<file path="src/rtl/pipe_hazard_ctrl_pkg.sv">
// Shared constants, slot record and FSM encoding for pipe_hazard_ctrl.
// Optional WB-slot forwarding is enabled with the WB_FORWARD_EN macro.
package pipe_hazard_ctrl_pkg;

   localparam int SLOT_AW     = 5;
   localparam int STALL_BUS_W = 6;

   localparam logic [1:0] FWD_RF  = 2'b00;
   localparam logic [1:0] FWD_EX  = 2'b01;
   localparam logic [1:0] FWD_MEM = 2'b10;
   localparam logic [1:0] FWD_WB  = 2'b11;

   localparam logic [5:0] STALL_NONE    = 6'b000000;
   localparam logic [5:0] STALL_LOADUSE = 6'b000111;
   localparam logic [5:0] STALL_DIV     = 6'b001111;

   localparam int STB_ID  = 2;
   localparam int STB_EX  = 3;
   localparam int STB_MEM = 4;
   localparam int STB_WB  = 5;

   localparam logic [0:0] ST_IDLE = 1'b0;
   localparam logic [0:0] ST_BUSY = 1'b1;

   typedef struct packed {
      logic               valid;
      logic               we;
      logic [SLOT_AW-1:0] waddr;
      logic               is_load;
      logic               is_div;
   } slot_t;

   // hit[0]=EX, hit[1]=MEM, hit[2]=WB; newest writer wins
   function automatic logic [1:0] fwd_pick(input logic [2:0] hit,
                                           input logic       wb_en);
      logic [1:0] sel;
      sel = FWD_RF;
      if (hit[0])
         sel = FWD_EX;
      else if (hit[1])
         sel = FWD_MEM;
      else if (hit[2] && wb_en)
         sel = FWD_WB;
      return sel;
   endfunction

endpackage

</file>
<file path="src/rtl/pipe_hazard_ctrl_match.sv">
// hazard_slot_match: does one tracked writer slot supply one ID source?
// Register 0 never matches.
module hazard_slot_match
   import pipe_hazard_ctrl_pkg::*;
#(
   parameter int REG_AW = SLOT_AW
) (
   input  logic              slot_valid,
   input  logic              slot_we,
   input  logic [REG_AW-1:0] slot_waddr,
   input  logic [REG_AW-1:0] src,
   input  logic              src_re,
   input  logic              id_valid,
   output logic              match
);

   assign match = slot_valid && slot_we
                && (slot_waddr != '0)
                && (slot_waddr == src)
                && src_re && id_valid;

endmodule

</file>
<file path="src/rtl/pipe_hazard_ctrl.sv">
// pipe_hazard_ctrl: EX/MEM/WB writer tracking, forward selects, load-use
// and divider stalls. WB_FORWARD_EN enables forwarding from the WB slot.
module pipe_hazard_ctrl
   import pipe_hazard_ctrl_pkg::*;
#(
   parameter int REG_AW  = SLOT_AW,
   parameter int STALL_W = STALL_BUS_W
) (
   input  logic               clk,
   input  logic               rst,
   input  logic               flush,
   input  logic               id_valid,
   input  logic [REG_AW-1:0]  id_rs,
   input  logic               id_rs_re,
   input  logic [REG_AW-1:0]  id_rt,
   input  logic               id_rt_re,
   input  logic               id_we,
   input  logic [REG_AW-1:0]  id_waddr,
   input  logic               id_is_load,
   input  logic               id_is_div,
   input  logic               div_done,
   output logic [STALL_W-1:0] stall,
   output logic [1:0]         fwd_rs_sel,
   output logic [1:0]         fwd_rt_sel,
   output logic               div_start,
   output logic               div_abort
);

`ifdef WB_FORWARD_EN
   localparam logic WB_EN = 1'b1;
`else
   localparam logic WB_EN = 1'b0;
`endif

   slot_t      ex_q, ex_d;
   slot_t      mem_q, mem_d;
   slot_t      wb_q, wb_d;
   slot_t      id_slot;
   slot_t      slot_arr [3];
   logic [0:0] state_q, state_d;
   logic [2:0] rs_hit, rt_hit;
   logic       load_use, div_go, div_busy;
   logic [STALL_W-1:0] stall_c;
   logic       unused_slot_bits;

   assign slot_arr[0] = ex_q;
   assign slot_arr[1] = mem_q;
   assign slot_arr[2] = wb_q;

   for (genvar i = 0; i < 3; i++) begin : g_match
      hazard_slot_match #(.REG_AW(REG_AW)) u_rs (
         .slot_valid (slot_arr[i].valid),
         .slot_we    (slot_arr[i].we),
         .slot_waddr (slot_arr[i].waddr),
         .src        (id_rs),
         .src_re     (id_rs_re),
         .id_valid   (id_valid),
         .match      (rs_hit[i])
      );
      hazard_slot_match #(.REG_AW(REG_AW)) u_rt (
         .slot_valid (slot_arr[i].valid),
         .slot_we    (slot_arr[i].we),
         .slot_waddr (slot_arr[i].waddr),
         .src        (id_rt),
         .src_re     (id_rt_re),
         .id_valid   (id_valid),
         .match      (rt_hit[i])
      );
   end

   assign unused_slot_bits = &{mem_q.is_load, mem_q.is_div,
                               wb_q.is_load, wb_q.is_div};

   assign fwd_rs_sel = fwd_pick(rs_hit, WB_EN);
   assign fwd_rt_sel = fwd_pick(rt_hit, WB_EN);

   assign id_slot = '{valid:   id_valid,
                      we:      id_we,
                      waddr:   id_waddr,
                      is_load: id_is_load,
                      is_div:  id_is_div};

   always_comb begin
      load_use = ex_q.is_load && (rs_hit[0] || rt_hit[0]);
      // the div is held in EX from its start cycle until div_done
      div_go   = !flush && (state_q == ST_IDLE)
               && ex_q.valid && ex_q.is_div;
      div_busy = !flush && (state_q == ST_BUSY) && !div_done;

      stall_c = STALL_NONE;
      if (div_go || div_busy)
         stall_c = STALL_DIV;
      else if (!flush && load_use)
         stall_c = STALL_LOADUSE;

      div_start = div_go;
      div_abort = flush && (state_q == ST_BUSY);

      state_d = state_q;
      if (flush)
         state_d = ST_IDLE;
      else if (div_go)
         state_d = ST_BUSY;
      else if ((state_q == ST_BUSY) && div_done)
         state_d = ST_IDLE;

      ex_d  = ex_q;
      mem_d = mem_q;
      wb_d  = wb_q;
      if (!stall_c[STB_EX])
         ex_d = stall_c[STB_ID] ? '0 : id_slot;
      if (!stall_c[STB_MEM])
         mem_d = stall_c[STB_EX] ? '0 : ex_q;
      if (!stall_c[STB_WB])
         wb_d = stall_c[STB_MEM] ? '0 : mem_q;
      if (flush) begin
         ex_d  = '0;
         mem_d = '0;
         wb_d  = '0;
      end
   end

   assign stall = stall_c;

   always_ff @(posedge clk) begin
      if (rst) begin
         ex_q    <= '0;
         mem_q   <= '0;
         wb_q    <= '0;
         state_q <= ST_IDLE;
      end else begin
         ex_q    <= ex_d;
         mem_q   <= mem_d;
         wb_q    <= wb_d;
         state_q <= state_d;
      end
   end

endmodule

</file>
<file path="config.mk">
export PLATFORM = sky130hd
export DESIGN_NAME = pipe_hazard_ctrl
export DESIGN_NICKNAME = d
export VERILOG_FILES = /design/src/rtl/pipe_hazard_ctrl_pkg.sv /design/src/rtl/pipe_hazard_ctrl_match.sv /design/src/rtl/pipe_hazard_ctrl.sv
export SDC_FILE = /design/constraint.sdc
export NUM_CORES = 1
export LEC_CHECK = 0
export CELL_PAD_IN_SITES_DETAIL_PLACEMENT = 1
export CELL_PAD_IN_SITES_GLOBAL_PLACEMENT = 1
export CORE_AREA = 2 2 59 61
export DETAILED_ROUTE_END_ITERATION = 6
export DIE_AREA = 0 0 61 63
export PLACE_DENSITY = 0.76
export SYNTH_ARGS = -nofsm -noshare
export SYNTH_HDL_FRONTEND = slang
export SYNTH_SLANG_ARGS = --single-unit
</file>
<file path="constraint.sdc">
create_clock -name clk -period 3 [get_ports clk]
set_input_delay 0.75 -clock clk [delete_from_list [all_inputs] [get_ports clk]]
set_output_delay 0.75 -clock clk [all_outputs]
set_load 0.03 [all_outputs]
</file>
Yosys cells after proc, flatten, opt, wreduce, memory -nomap -nowiden
Cells that the tools add are included.
- reductions and logical operators: 33
- bitwise operators: 1
- muxes and demuxes: 10
- equality and inequality tests: 4
- operators by type and width (cell ; count):
    $logic_and A1 B1 Y1 ; 25
    $eq A5 B5 Y1 ; 4
    $mux W9 ; 2
    $reduce_bool A5 Y1 ; 2
    $mux W2 ; 4
    $mux W4 ; 1
    $mux W3 ; 1
    $logic_not A1 Y1 ; 2
    $logic_or A1 B1 Y1 ; 2
    $mux W1 ; 2
    $reduce_bool A2 Y1 ; 1
    $reduce_or A2 Y1 ; 1
    $not A1 Y1 ; 1
- register bits: 17
- output and inout bits: 12

Longest topological paths before layout
- depth in word-level cells: 11
- depth in mapped cells: 6

Hierarchy
A second synthesis with hierarchy kept.
- cells, all modules: 114
- area total of the unflattened synthesis: 1027.2 sq um
- by module, submodules not included (module ; area each (sq um) ; instances ; cells an instance ; seq. area each (sq um)):
    pipe_hazard_ctrl ; 737.0 ; 1 ; 74 ; 340.3
    hazard_slot_match ; 72.6 ; 4 ; 10 ; 0.0

Worst setup path before layout
Ideal clock, no wire load.
- path type: input port to output port
- start: in flush
- end: out stall[1]
- data required time: 2250 ps
- path slack: 30 ps
- stages on the path: 3
- data arrival time: 2220 ps
- path buffers: 1
- cell sequence: nor3_1 > o31a_2 > buf_4
- cells in the longest elaborated chain, start to end: 6
- elaborated cells on any way between the ends: 10
- those cells by class: mux (2); reduce/logical (8)
- RTL lines (element ; line ; text):
    from (decl) ; pipe_hazard_ctrl.sv:11 ; input logic flush,
    $logic_not A1 Y1 * ; pipe_hazard_ctrl.sv:86, pipe_hazard_ctrl.sv:88, pipe_hazard_ctrl.sv:93 ;
    $logic_and A1 B1 Y1 ; pipe_hazard_ctrl.sv:86 ; div_go = !flush && (state_q == ST_IDLE)
    $logic_and A1 B1 Y1 (2 in series) ; pipe_hazard_ctrl.sv:87 ; && ex_q.valid && ex_q.is_div;
    $logic_or A1 B1 Y1 ; pipe_hazard_ctrl.sv:91 ; if (div_go || div_busy)
    $mux W4 * ; pipe_hazard_ctrl.sv:91 ;
    to (decl) ; pipe_hazard_ctrl.sv:22 ; output logic [STALL_W-1:0] stall,
Every way passes the cells marked *; elsewhere a longest branch is shown, timed or not.

Worst setup path in the final report
- start: in id_rs[0]
- end: out stall[2]
- cells in the longest elaborated chain, start to end: 9
- RTL lines (element ; line ; text):
    from (decl) ; pipe_hazard_ctrl.sv:13 ; input logic [REG_AW-1:0] id_rs,
    $eq A5 B5 Y1 ; pipe_hazard_ctrl_match.sv:19 ; && (slot_waddr == src)
    $logic_and A1 B1 Y1 ; pipe_hazard_ctrl_match.sv:19 ;
    $logic_and A1 B1 Y1 (2 in series) ; pipe_hazard_ctrl_match.sv:20 ; && src_re && id_valid;
    $logic_or A1 B1 Y1 ; pipe_hazard_ctrl.sv:84 ; load_use = ex_q.is_load && (rs_hit[0] || rt_hit[0]);
    $logic_and A1 B1 Y1 ; pipe_hazard_ctrl.sv:84 ;
    $logic_and A1 B1 Y1 ; pipe_hazard_ctrl.sv:93 ; else if (!flush && load_use)
    $mux W3 ; pipe_hazard_ctrl.sv:93 ;
    $mux W4 ; pipe_hazard_ctrl.sv:91 ;
Every way passes these cells.

==> metrics <==
status=finished, violations left; failing checks=negative setup slack; Post-synth EDFFs=0; CP Max Fanout=3; DRC=0; CTS clk-pin slew, worst paths=90 ps; register area=340 um^2; Tcrit/Tclk final=100%; first-pass GRT wire length=4460 um; fin nets=183; reg2reg path depth=8; Syn Area/Cell=8.61 um^2; final WL=2600 um; minimum clock period=3010 ps; sequential fraction of the synthesis area=36.6%; Max Root-Sink Buffers=2; Area Overhead vs Synth=51.7%; Via Count=912; Die H=63 um; DRT met1 WL=1070 um; clock power share=26.6%; Yosys cell types=24; RSZ-0062 raised after global routing=true; fraction of layout instances using a drive strength above 1=29.3%; clock tree sinks=17; #FFs+latches synth=17; Fin. Hold Viols=0; routed length on met2=1390 um; Worst Hold Class=reg2reg; maximum clock frequency=332 MHz; CTS buffer count=3; R2R Path Start=ex_q[2]; yosys warns=0; Synth Instances=108; power density over cell area=313 mW/mm^2; drt pass-1 iters=3; placed wire-length estimate=2110 um; fillcell total=395; relative max-transition margin=19.6%; register share of total power=54.1%; final setup fails=3; Synth Flop Type=dfxtp_1; critical path arrival=2260 ps; VDD IR-drop max=104 uV; crit start category=input port; CORE AREA=0.00323 mm^2; sw frac=24.7%; # IOs=37; Critical Setup Path Class=in2out; hold wc startpoint=ex_q[0]; skew final=1.17 ps; non-filler instance count after layout=203; Synth area leaders=dfxtp_1 37%, xor2_1 15%, nand2_1 7.7%, o21ai_0 4.8%, buf_4 4.8%; met3 wire length=138 um; Final Max Slew Viols=0; port bufs=34; net switching power=0.109 mW; Rows=21; reg-to-reg setup timing slack=1070 ps; die area=0.00384 mm^2; pin slew with the least headroom to its limit=1200 ps; Clock Latency Late Sink=280 ps; initial antenna violation count=0; Hold Path Depth=2; Internal Power=0.332 mW; vias in the first global route=997; area leader, netlist=dfxtp_1; ys async rst share=0%; Reg2Reg Capture Point=ex_q[2]; pin count of the biggest net entering global routing=17; fin worst setup slack=-10.7 ps; Setup TNS=-27.9 ps; Final ANT Viol Nets=0; Syn Std Cell Area=930 um^2; crit end category=output port; Total Routing Usage GR=15.1%; CTS tree=done; Die Width=61 um; hold endpoint=ex_q[0]; leakage power=0.595 nW; share of Yosys cell area claimed by the top area cell type=36.6%; vias per cell=4.49; multi-input logic area=549 um^2; Starting Density=28.8%; DR iter-0 viols=7; dpl cells=197; clk root buf=clkbuf_4; Critical Path RT=2250 ps; GRT overflow=0; H-tree Lvls=1; top routing layer in use=met3; max-cap violations=0; Gate power share=19.3%; Ant. Diodes=0; drt wl/cell=12.8 um; GP Congestion=0.768
-- placed cells by master (no fill, tap or decap), types with 5 or more instances in the layout --
cell type,netlist,routed
buf_4,6,22
nand2_1,19,19
dfxtp_1,17,17
xor2_1,16,15
clkdlybuf4s50_1,0,14
o21ai_0,9,9
and2_1,7,7
buf_2,1,5
buf_6,0,5
-- sequential cells by signal (all words and copies together), names as in the netlist --
name / count
state_q: 1
ex_q: 9
mem_q: 7
-- cells by family after synthesis --
| logic type | count (synthesis) | synth area share, % |
|---|---|---|
| AOI/OAI and AO/OA | 14 | 11.3 |
| other | 1 | 0.403 |
| DFF | 17 | 36.6 |
| buffers and inverters | 9 | 6.19 |
| xor gates and xnor gates | 20 | 18.8 |
| and+or+nand+nor | 47 | 26.6 |
-- metal layers --
metal	vias to the layer above	global-route usage [%]
met5	-	0
met4	0	2.45
met3	0	2.07
met2	24	27.7
met1	434	18.4
li1	454	-
-- synth_stat cells, types with 2 or more instances --
master and count:
nand4_1 4, and2_1 7, inv_1 2, nor3_1 3, nand2_1 19, xnor2_1 4
o21ai_0 9, xor2_1 16, dfxtp_1 17, nor2_1 4, nor4_1 4, buf_4 6
or4_1 2
-- stage by stage --
step	total power, mW	hold WS [ps]	setup WS [ps]	instance area [um^2]	utilization, %
floorplan	0.276	425	30.1	933	-
global placement	0.329	444	-513	1370	42.5
detailed placement	0.332	466	-621	1370	42.5
CTS	0.447	485	-3.18	1410	43.5
global route	0.459	515	-117	1410	43.6
finish	0.441	479	-10.7	1410	43.6
-- layout make-up --
cell class / count / area share, %
Multi-Input combinational cell: 83 / 39.0
Timing Repair Buffer: 51 / 30.4
Clock buffer: 4 / 1.86
Tap cell: 46 / 4.08
Inverter: 2 / 0.532
Sequential cell: 17 / 24.1
-- power by group through the flow --
stage | registers [mW] | clock network [mW] | logic (mW)
after floorplan | 0.243 | 0 | 0.0330
after global placement | 0.243 | 0 | 0.0855
after detailed placement | 0.244 | 0 | 0.0886
after CTS | 0.239 | 0.122 | 0.0862
after global routing | 0.240 | 0.126 | 0.0936
final | 0.238 | 0.117 | 0.0850
-- worst max-delay path, stage by stage --
cell and delay [ps]:
buf_6 100, xor2_1 160, nor4_2 300, nand4_1 170
buf_4 170, a211oi_4 250, o31a_2 220, buf_6 140
-- timing repair --
item                       CTS  global route
pin swaps                    9             4
setup endpoints to repair    7             3
setup buffers                1             1
hold buffers                 0             0
resized for setup           43             3
-- worst max path at each step --
| stage | startpoint | end | slack [ps] | depth (start not counted) |
|---|---|---|---|---|
| after floorplan | flush | stall[1] | 30 | 3 |
| after global placement | id_rs[3] | fwd_rs_sel[1] | -510 | 6 |
| after detailed placement | id_rs[0] | fwd_rs_sel[1] | -620 | 6 |
| after CTS | id_rs[0] | stall[2] | -3 | 8 |
| final | id_rs[0] | stall[2] | -10 | 8 |
| after global routing | id_rs[0] | stall[2] | -120 | 8 |
Power figures use the tool's default switching activity.
